### config.mk
export PLATFORM = sky130hd
export DESIGN_NAME = seq_alu_ctrl_flat
export DESIGN_NICKNAME = d
export VERILOG_FILES = /design/src/rtl/seq_alu_ctrl_if.sv /design/src/rtl/seq_alu_ctrl.sv /design/src/flat_wrapper.sv
export SDC_FILE = /design/constraint.sdc
export NUM_CORES = 1
export LEC_CHECK = 0
export BUFFER_PORTS_ARGS = -buffer_cell sky130_fd_sc_hd__buf_2
export CAP_MARGIN = 10
export CELL_PAD_IN_SITES_DETAIL_PLACEMENT = 0
export CELL_PAD_IN_SITES_GLOBAL_PLACEMENT = 1
export CORE_MARGIN = 1.5
export CORE_UTILIZATION = 35
export CTS_BUF_LIST = sky130_fd_sc_hd__clkbuf_4
export DETAILED_ROUTE_END_ITERATION = 8
export PLACE_DENSITY = 0.7
export SYNTH_ARGS = -nofsm -noshare
export SYNTH_HDL_FRONTEND = slang
export SYNTH_SLANG_ARGS = --single-unit
export TNS_END_PERCENT = 5
### constraint.sdc
create_clock -name clk -period 2.75 [get_ports clk]
set_clock_uncertainty 0.05 [all_clocks]
set_input_delay 0.275 -clock clk [delete_from_list [all_inputs] [get_ports clk]]
set_output_delay 0.275 -clock clk [all_outputs]
set_load 0.005 [all_outputs]
### src/rtl/seq_alu_ctrl_if.sv
// Request/response bundle for the sequential ALU controller.
// The master drives an operation request and the slave returns status and result.
interface seq_alu_ctrl_if #(
    parameter int WIDTH = 8
);
    logic                   start;
    logic [1:0]             op;
    logic [WIDTH-1:0]       a;
    logic [WIDTH-1:0]       b;
    logic                   busy;
    logic                   done;
    logic [2*WIDTH-1:0]     result;
    logic                   ovf;
    logic                   dbz;

    modport master (
        output start, op, a, b,
        input  busy, done, result, ovf, dbz
    );

    modport slave (
        input  start, op, a, b,
        output busy, done, result, ovf, dbz
    );
endinterface

### src/rtl/seq_alu_ctrl.sv
// Multi-cycle ALU: add/sub in one step, radix-2 Booth signed multiply,
// and non-restoring unsigned divide. All outputs are registered.
module seq_alu_ctrl #(
    parameter int WIDTH = 8
) (
    input  logic            clk,
    input  logic            rst,
    seq_alu_ctrl_if.slave   bus
);
    localparam int CW = $clog2(WIDTH) + 1;

    typedef enum logic [6:0] {
        IDLE     = 7'b0000001,
        LOAD     = 7'b0000010,
        ADDSUB   = 7'b0000100,
        MUL      = 7'b0001000,
        DIV      = 7'b0010000,
        DIV_CORR = 7'b0100000,
        DONE     = 7'b1000000
    } state_t;

    state_t                 state_q;
    logic [1:0]             op_q;
    logic [WIDTH-1:0]       a_q;
    logic [WIDTH-1:0]       b_q;
    // Accumulator and divisor carry one guard bit so that M = -2^(WIDTH-1) and
    // the non-restoring partial remainder both stay representable.
    logic [WIDTH:0]         acc_q;
    logic [WIDTH-1:0]       q_q;
    logic [WIDTH:0]         m_q;
    logic                   qm1_q;
    logic [CW-1:0]          cnt_q;
    logic [2*WIDTH-1:0]     result_q;
    logic                   ovf_q;
    logic                   dbz_q;
    logic                   busy_q;
    logic                   done_q;

    logic [WIDTH:0]         as_sum_s;
    logic                   as_ovf_s;
    logic [WIDTH:0]         mul_sum_s;
    logic [WIDTH:0]         mul_acc_d;
    logic [WIDTH-1:0]       mul_q_d;
    logic                   mul_qm1_d;
    logic [WIDTH:0]         div_sh_s;
    logic [WIDTH:0]         div_acc_d;
    logic [WIDTH-1:0]       div_q_d;
    logic [WIDTH:0]         corr_acc_d;
    logic                   last_step_s;

    // Datapath step values for every arithmetic state
    always_comb begin
        as_sum_s    = {WIDTH+1{1'b0}};
        mul_sum_s   = acc_q;
        div_sh_s    = {acc_q[WIDTH-1:0], q_q[WIDTH-1]};
        div_acc_d   = {WIDTH+1{1'b0}};
        corr_acc_d  = acc_q;

        if (op_q[0]) begin
            as_sum_s = {a_q[WIDTH-1], a_q} - {b_q[WIDTH-1], b_q};
        end else begin
            as_sum_s = {a_q[WIDTH-1], a_q} + {b_q[WIDTH-1], b_q};
        end
        as_ovf_s = as_sum_s[WIDTH] ^ as_sum_s[WIDTH-1];

        case ({q_q[0], qm1_q})
            2'b10:   mul_sum_s = acc_q - m_q;
            2'b01:   mul_sum_s = acc_q + m_q;
            default: mul_sum_s = acc_q;
        endcase
        mul_acc_d = {mul_sum_s[WIDTH], mul_sum_s[WIDTH:1]};
        mul_q_d   = {mul_sum_s[0], q_q[WIDTH-1:1]};
        mul_qm1_d = q_q[0];

        // Add/subtract choice follows the sign of the remainder before the shift
        if (acc_q[WIDTH]) begin
            div_acc_d = div_sh_s + m_q;
        end else begin
            div_acc_d = div_sh_s - m_q;
        end
        div_q_d = {q_q[WIDTH-2:0], ~div_acc_d[WIDTH]};

        if (acc_q[WIDTH]) begin
            corr_acc_d = acc_q + m_q;
        end else begin
            corr_acc_d = acc_q;
        end

        last_step_s = (cnt_q == CW'(WIDTH - 1));
    end

    // Control FSM, iteration registers and registered outputs
    always_ff @(posedge clk or posedge rst) begin
        if (rst) begin
            state_q  <= IDLE;
            op_q     <= 2'b00;
            a_q      <= {WIDTH{1'b0}};
            b_q      <= {WIDTH{1'b0}};
            acc_q    <= {WIDTH+1{1'b0}};
            q_q      <= {WIDTH{1'b0}};
            m_q      <= {WIDTH+1{1'b0}};
            qm1_q    <= 1'b0;
            cnt_q    <= {CW{1'b0}};
            result_q <= {2*WIDTH{1'b0}};
            ovf_q    <= 1'b0;
            dbz_q    <= 1'b0;
            busy_q   <= 1'b0;
            done_q   <= 1'b0;
        end else begin
            done_q <= 1'b0;
            case (state_q)
                IDLE: begin
                    if (bus.start) begin
                        op_q    <= bus.op;
                        a_q     <= bus.a;
                        b_q     <= bus.b;
                        busy_q  <= 1'b1;
                        state_q <= LOAD;
                    end
                end
                LOAD: begin
                    acc_q <= {WIDTH+1{1'b0}};
                    q_q   <= a_q;
                    qm1_q <= 1'b0;
                    cnt_q <= {CW{1'b0}};
                    if (op_q == 2'b10) begin
                        m_q <= {b_q[WIDTH-1], b_q};
                    end else begin
                        m_q <= {1'b0, b_q};
                    end
                    case (op_q)
                        2'b10: state_q <= MUL;
                        2'b11: begin
                            if (b_q == {WIDTH{1'b0}}) begin
                                result_q <= {a_q, {WIDTH{1'b1}}};
                                ovf_q    <= 1'b0;
                                dbz_q    <= 1'b1;
                                done_q   <= 1'b1;
                                state_q  <= DONE;
                            end else begin
                                state_q  <= DIV;
                            end
                        end
                        default: state_q <= ADDSUB;
                    endcase
                end
                ADDSUB: begin
                    result_q <= {{(WIDTH-1){as_sum_s[WIDTH]}}, as_sum_s};
                    ovf_q    <= as_ovf_s;
                    dbz_q    <= 1'b0;
                    done_q   <= 1'b1;
                    state_q  <= DONE;
                end
                MUL: begin
                    acc_q <= mul_acc_d;
                    q_q   <= mul_q_d;
                    qm1_q <= mul_qm1_d;
                    cnt_q <= cnt_q + CW'(1);
                    if (last_step_s) begin
                        result_q <= {mul_acc_d[WIDTH-1:0], mul_q_d};
                        ovf_q    <= 1'b0;
                        dbz_q    <= 1'b0;
                        done_q   <= 1'b1;
                        state_q  <= DONE;
                    end
                end
                DIV: begin
                    acc_q <= div_acc_d;
                    q_q   <= div_q_d;
                    cnt_q <= cnt_q + CW'(1);
                    if (last_step_s) begin
                        state_q <= DIV_CORR;
                    end
                end
                DIV_CORR: begin
                    acc_q    <= corr_acc_d;
                    result_q <= {corr_acc_d[WIDTH-1:0], q_q};
                    ovf_q    <= 1'b0;
                    dbz_q    <= 1'b0;
                    done_q   <= 1'b1;
                    state_q  <= DONE;
                end
                DONE: begin
                    busy_q  <= 1'b0;
                    state_q <= IDLE;
                end
                default: begin
                    busy_q  <= 1'b0;
                    state_q <= IDLE;
                end
            endcase
        end
    end

    assign bus.busy   = busy_q;
    assign bus.done   = done_q;
    assign bus.result = result_q;
    assign bus.ovf    = ovf_q;
    assign bus.dbz    = dbz_q;
endmodule

### src/flat_wrapper.sv
// flat-port wrapper written by rule: the top's interface ports become plain ports
module seq_alu_ctrl_flat 
#(
    parameter int WIDTH = 8
)
  (clk, rst, bus_start, bus_op, bus_a, bus_b, bus_busy, bus_done, bus_result, bus_ovf, bus_dbz);
  seq_alu_ctrl_if #(.WIDTH(WIDTH)) bus_i ();
  input  logic clk;
  input  logic rst;
  input wire logic [$bits(bus_i.start)-1:0] bus_start;
  input wire logic [$bits(bus_i.op)-1:0] bus_op;
  input wire logic [$bits(bus_i.a)-1:0] bus_a;
  input wire logic [$bits(bus_i.b)-1:0] bus_b;
  output wire logic [$bits(bus_i.busy)-1:0] bus_busy;
  output wire logic [$bits(bus_i.done)-1:0] bus_done;
  output wire logic [$bits(bus_i.result)-1:0] bus_result;
  output wire logic [$bits(bus_i.ovf)-1:0] bus_ovf;
  output wire logic [$bits(bus_i.dbz)-1:0] bus_dbz;
  assign bus_i.start = bus_start;
  assign bus_i.op = bus_op;
  assign bus_i.a = bus_a;
  assign bus_i.b = bus_b;
  assign bus_busy = bus_i.busy;
  assign bus_done = bus_i.done;
  assign bus_result = bus_i.result;
  assign bus_ovf = bus_i.ovf;
  assign bus_dbz = bus_i.dbz;
  seq_alu_ctrl #(.WIDTH(WIDTH)) u_core (.clk(clk), .rst(rst), .bus(bus_i));
endmodule
==> flow_summary_export.csv <==
group,metric,value,unit
cts,cts.sinks,76,
cells_and_area,seq_area,1904,um^2
place,dp_hpwl,13430,um
cells_and_area,areaGrowthSynthToFinish,24.65,%
routing,drtPass1Iterations,5,
grt,overflow,0,
cts,cts_inserted_buffers,9,
cells_and_area,fin_area,6820,um^2
logic_synthesis,synthArstFlopShare,100.0,%
run,cap_violations,0,
sta,slew_headroom,56.71,%
logic_synthesis,synthCells,655,
place,io_buffers,40,
logic_synthesis,synth.most_common_cell,"nand2_1",
floorplan,io_pins,41,
logic_synthesis,seq_area_frac_synth,34.78,%
critical_path,startpoint_type,"register",
power,p_leak,3.136,nW
logic_synthesis,synth_edf_count,0,
floorplan,start_util,35.86,%
run_status,failed_checks,"setup timing",
logic_synthesis,synthDominantCellAreaShare,34.30,%
cells_and_area,multi_input_area,3446,um^2
grt,grt_max_degree,48,
critical_path,arrival,3160,ps
logic_synthesis,ys.flop_type,"dfrtp_1",
logic_synthesis,synth_area_leaders,"dfrtp_1 (34%), ha_1 (8.5%), nand2_1 (6.6%)",
grt,grt_pass1_wl,28110,um
grt,track_usage,22.36,%
sta,layout_min_cycle_time,2819,ps
cells_and_area,nets,827,
critical_path,crit_type,"reg -> reg",
cells_and_area,fin_cells,981,
sta,final-hold-violation-count,0,
power,power.density,1389,nW/um^2
critical_path,end_kind,"register",
cts,cts_max_level,3,
routing,viasPerCell,5.487,
logic_synthesis,yosys-top-cells-count,"nand2_1 (96), dfrtp_1 (75), nor2_1 (54)",
logic_synthesis,syn_avg_cell_area,8.353,um^2
floorplan,die_y,128.0,um
logic_synthesis,synth-seq-cells,76,
run_status,outcome,"finished, violations left",
floorplan,fp.coreArea,15260,um^2
logic_synthesis,synth_cell_types,68,
grt,grt_pass1_vias,5329,
sta,worstMarginPinSlew,647.0,ps
routing,drc_errors,0,
sta,post-route-period-util,102.5,%
routing,ant_nets,0,
cells_and_area,drive_gt1_share,21.33,%
cts,cts_tree,"done",
place,gp_congestion,0.9097,
cells_and_area,n_fill_cell,1522,
routing,drtIter0Drc,282,
sta,worst_slack,-68.76,ps
grt,antenna_found_initial,1,
power,ir_worst_vdd,0.0008769,V
critical_path,worst_ep_required_time,3090,ps
place,pre_cts_ws,-219.3,ps
floorplan,num_rows,45,
place,dp_cells,941,
sta,rsz0062_at_grt,"yes",
routing,routed_wl,17480,um
logic_synthesis,synth.cell_area,5471,um^2
routing,avgRoutedWirePerCell,17.82,um
sta,setup_viol,9,
cts,clock_latency,460,ps
cts,cts.clk_slew.worst_paths,120,ps
sta,fmax,0.3548,GHz
cts,clock_path_buffers,2,
hold_path,hp-class,"in -> async",
logic_synthesis,yosysTopAreaCell,"dfrtp_1",
place,place_area,6336,um^2
logic_synthesis,syn_nets,717,
critical_path,critPathLaunch,"u_core.b_q[1]$_DFFE_PP0P_",
critical_path,r2r_start,"u_core.b_q[1]$_DFFE_PP0P_",
sta,slew_violations,0,
routing,vias,5383,
critical_path,path_max_fanout,3,
floorplan,fp.dieArea,16390,um^2
logic_synthesis,yosysWarnings,0,
cts,cts_root_buffer,"clkbuf_4",
cells_and_area,post-route-util,44.70,%
floorplan,die_w,128.0,um
==> cells in the final DEF, fill, tap and decap left out, types with 11 or more instances in the layout <==
cell and count:
xnor2_1 26, dlygate4sd3_1 20, nor2_1 54, nand2_1 96, dfrtp_1 74, inv_1 32
buf_2 40, buf_4 67, a21oi_1 27, o21ai_0 49, nand3_1 16, a31oi_1 17
nor2b_1 11, ha_1 35
==> per-layer routing <==
layer	global-route usage (%)	wire length, um	vias up
met5	0	0	-
met4	9.451	564	0
met3	4.132	794	37
met2	35.58	8063	160
met1	29.92	8054	2598
li1	-	-	2588
==> final cells by class <==
| class | instances | area share [%] |
|---|---|---|
| inverters | 37 | 2.055 |
| clock buffers | 10 | 1.101 |
| clock inverters | 5 | 0.7888 |
| repair buffers | 129 | 13.70 |
| diodes | 1 | 0.03669 |
| well taps | 211 | 3.871 |
| flip-flops and latches | 76 | 27.92 |
| multi-input cells | 512 | 50.52 |
==> worst paths after layout <==
check / slack (ps) / end / depth (start not counted)
setup / recovery: -70 / u_core.bus.result[11]$_DFFE_PP0P_ / 11
max in group asynchronous: 1640 / u_core.state_q[0]$_DFFE_PP1P_ / 4
hold / removal: 330 / u_core.state_q[1]$_DFFE_PP0P_ / 3
min in group clk: 450 / u_core.bus.result[3]$_DFFE_PP0P_ / 1
hold reg to reg: 450 / u_core.bus.result[3]$_DFFE_PP0P_ / 1
setup reg to reg: -70 / u_core.bus.result[11]$_DFFE_PP0P_ / 11
==> per-stage QoR <==
step | total power [W] | setup TNS [ps] | hold WS, ps
CTS | 0.009253 | -309.1 | 331.7
global route | 0.01031 | -1578 | 356.6
floorplan | 0.006217 | -457.5 | 299.7
finish | 0.009473 | -316.1 | 333.8
detailed placement | 0.008198 | -1879 | 298.0
global placement | 0.008039 | -1194 | 280.0
==> what timing repair did <==
action                                  4_1_cts  5_1_grt
hold endpoints to repair                     48        0
gates cloned                                  0        0
buffers inserted                              1        3
hold buffers                                 20        0
endpoints found under the setup margin       13       22
pin swaps                                    14       13
resized for setup                            19       12
==> logic make-up (layout without fill, tap and decap cells) <==
group	after synthesis	in the layout	share of synthesized area (%)
flip-flops	76	76	34.78
XOR/XNOR	34	34	5.443
multiplexers	6	6	1.166
AO/OA/AOI/OAI	194	194	23.74
AND/OR/NAND/NOR	237	237	20.28
other	0	1	0
buffers and inverters	67	181	4.665
adder cells (fa/ha/maj)	41	41	9.925
==> state kept, by name, indices dropped and copies added (netlist names) <==
register / flops
u_core.bus.busy: 1
u_core.a_q: 8
u_core.q_q: 8
u_core.acc_q: 9
u_core.bus.done: 1
u_core.b_q: 8
u_core.bus.ovf: 1
u_core.m_q: 9
u_core.bus.dbz: 1
u_core.cnt_q: 4
u_core.bus.result: 16
u_core.state_q: 7
u_core.qm1_q: 1
u_core.op_q: 2
==> where the power goes <==
| part | total [W] | leakage [nW] | internal, W | switching, W |
|---|---|---|---|---|
| registers | 0.00206 | 0.941 | 0.00157 | 0.000489 |
| clock network | 0.000695 | 0.0760 | 0.000280 | 0.000416 |
| logic | 0.00671 | 2.12 | 0.00313 | 0.00359 |
| total | 0.00947 | 3.14 | 0.00498 | 0.00449 |
==> worst max-delay path: stages, from the launching register on <==
cell,delay [ps]
dfrtp_1,410
inv_2,90
ha_4,200
mux2_4,290
fa_2,420
nor2b_4,140
o2111ai_2,130
and3_4,180
or3_4,370
and2_4,190
o21ai_4,140
o32a_1,180
Note: power is estimated with default switching activity, not from simulation.
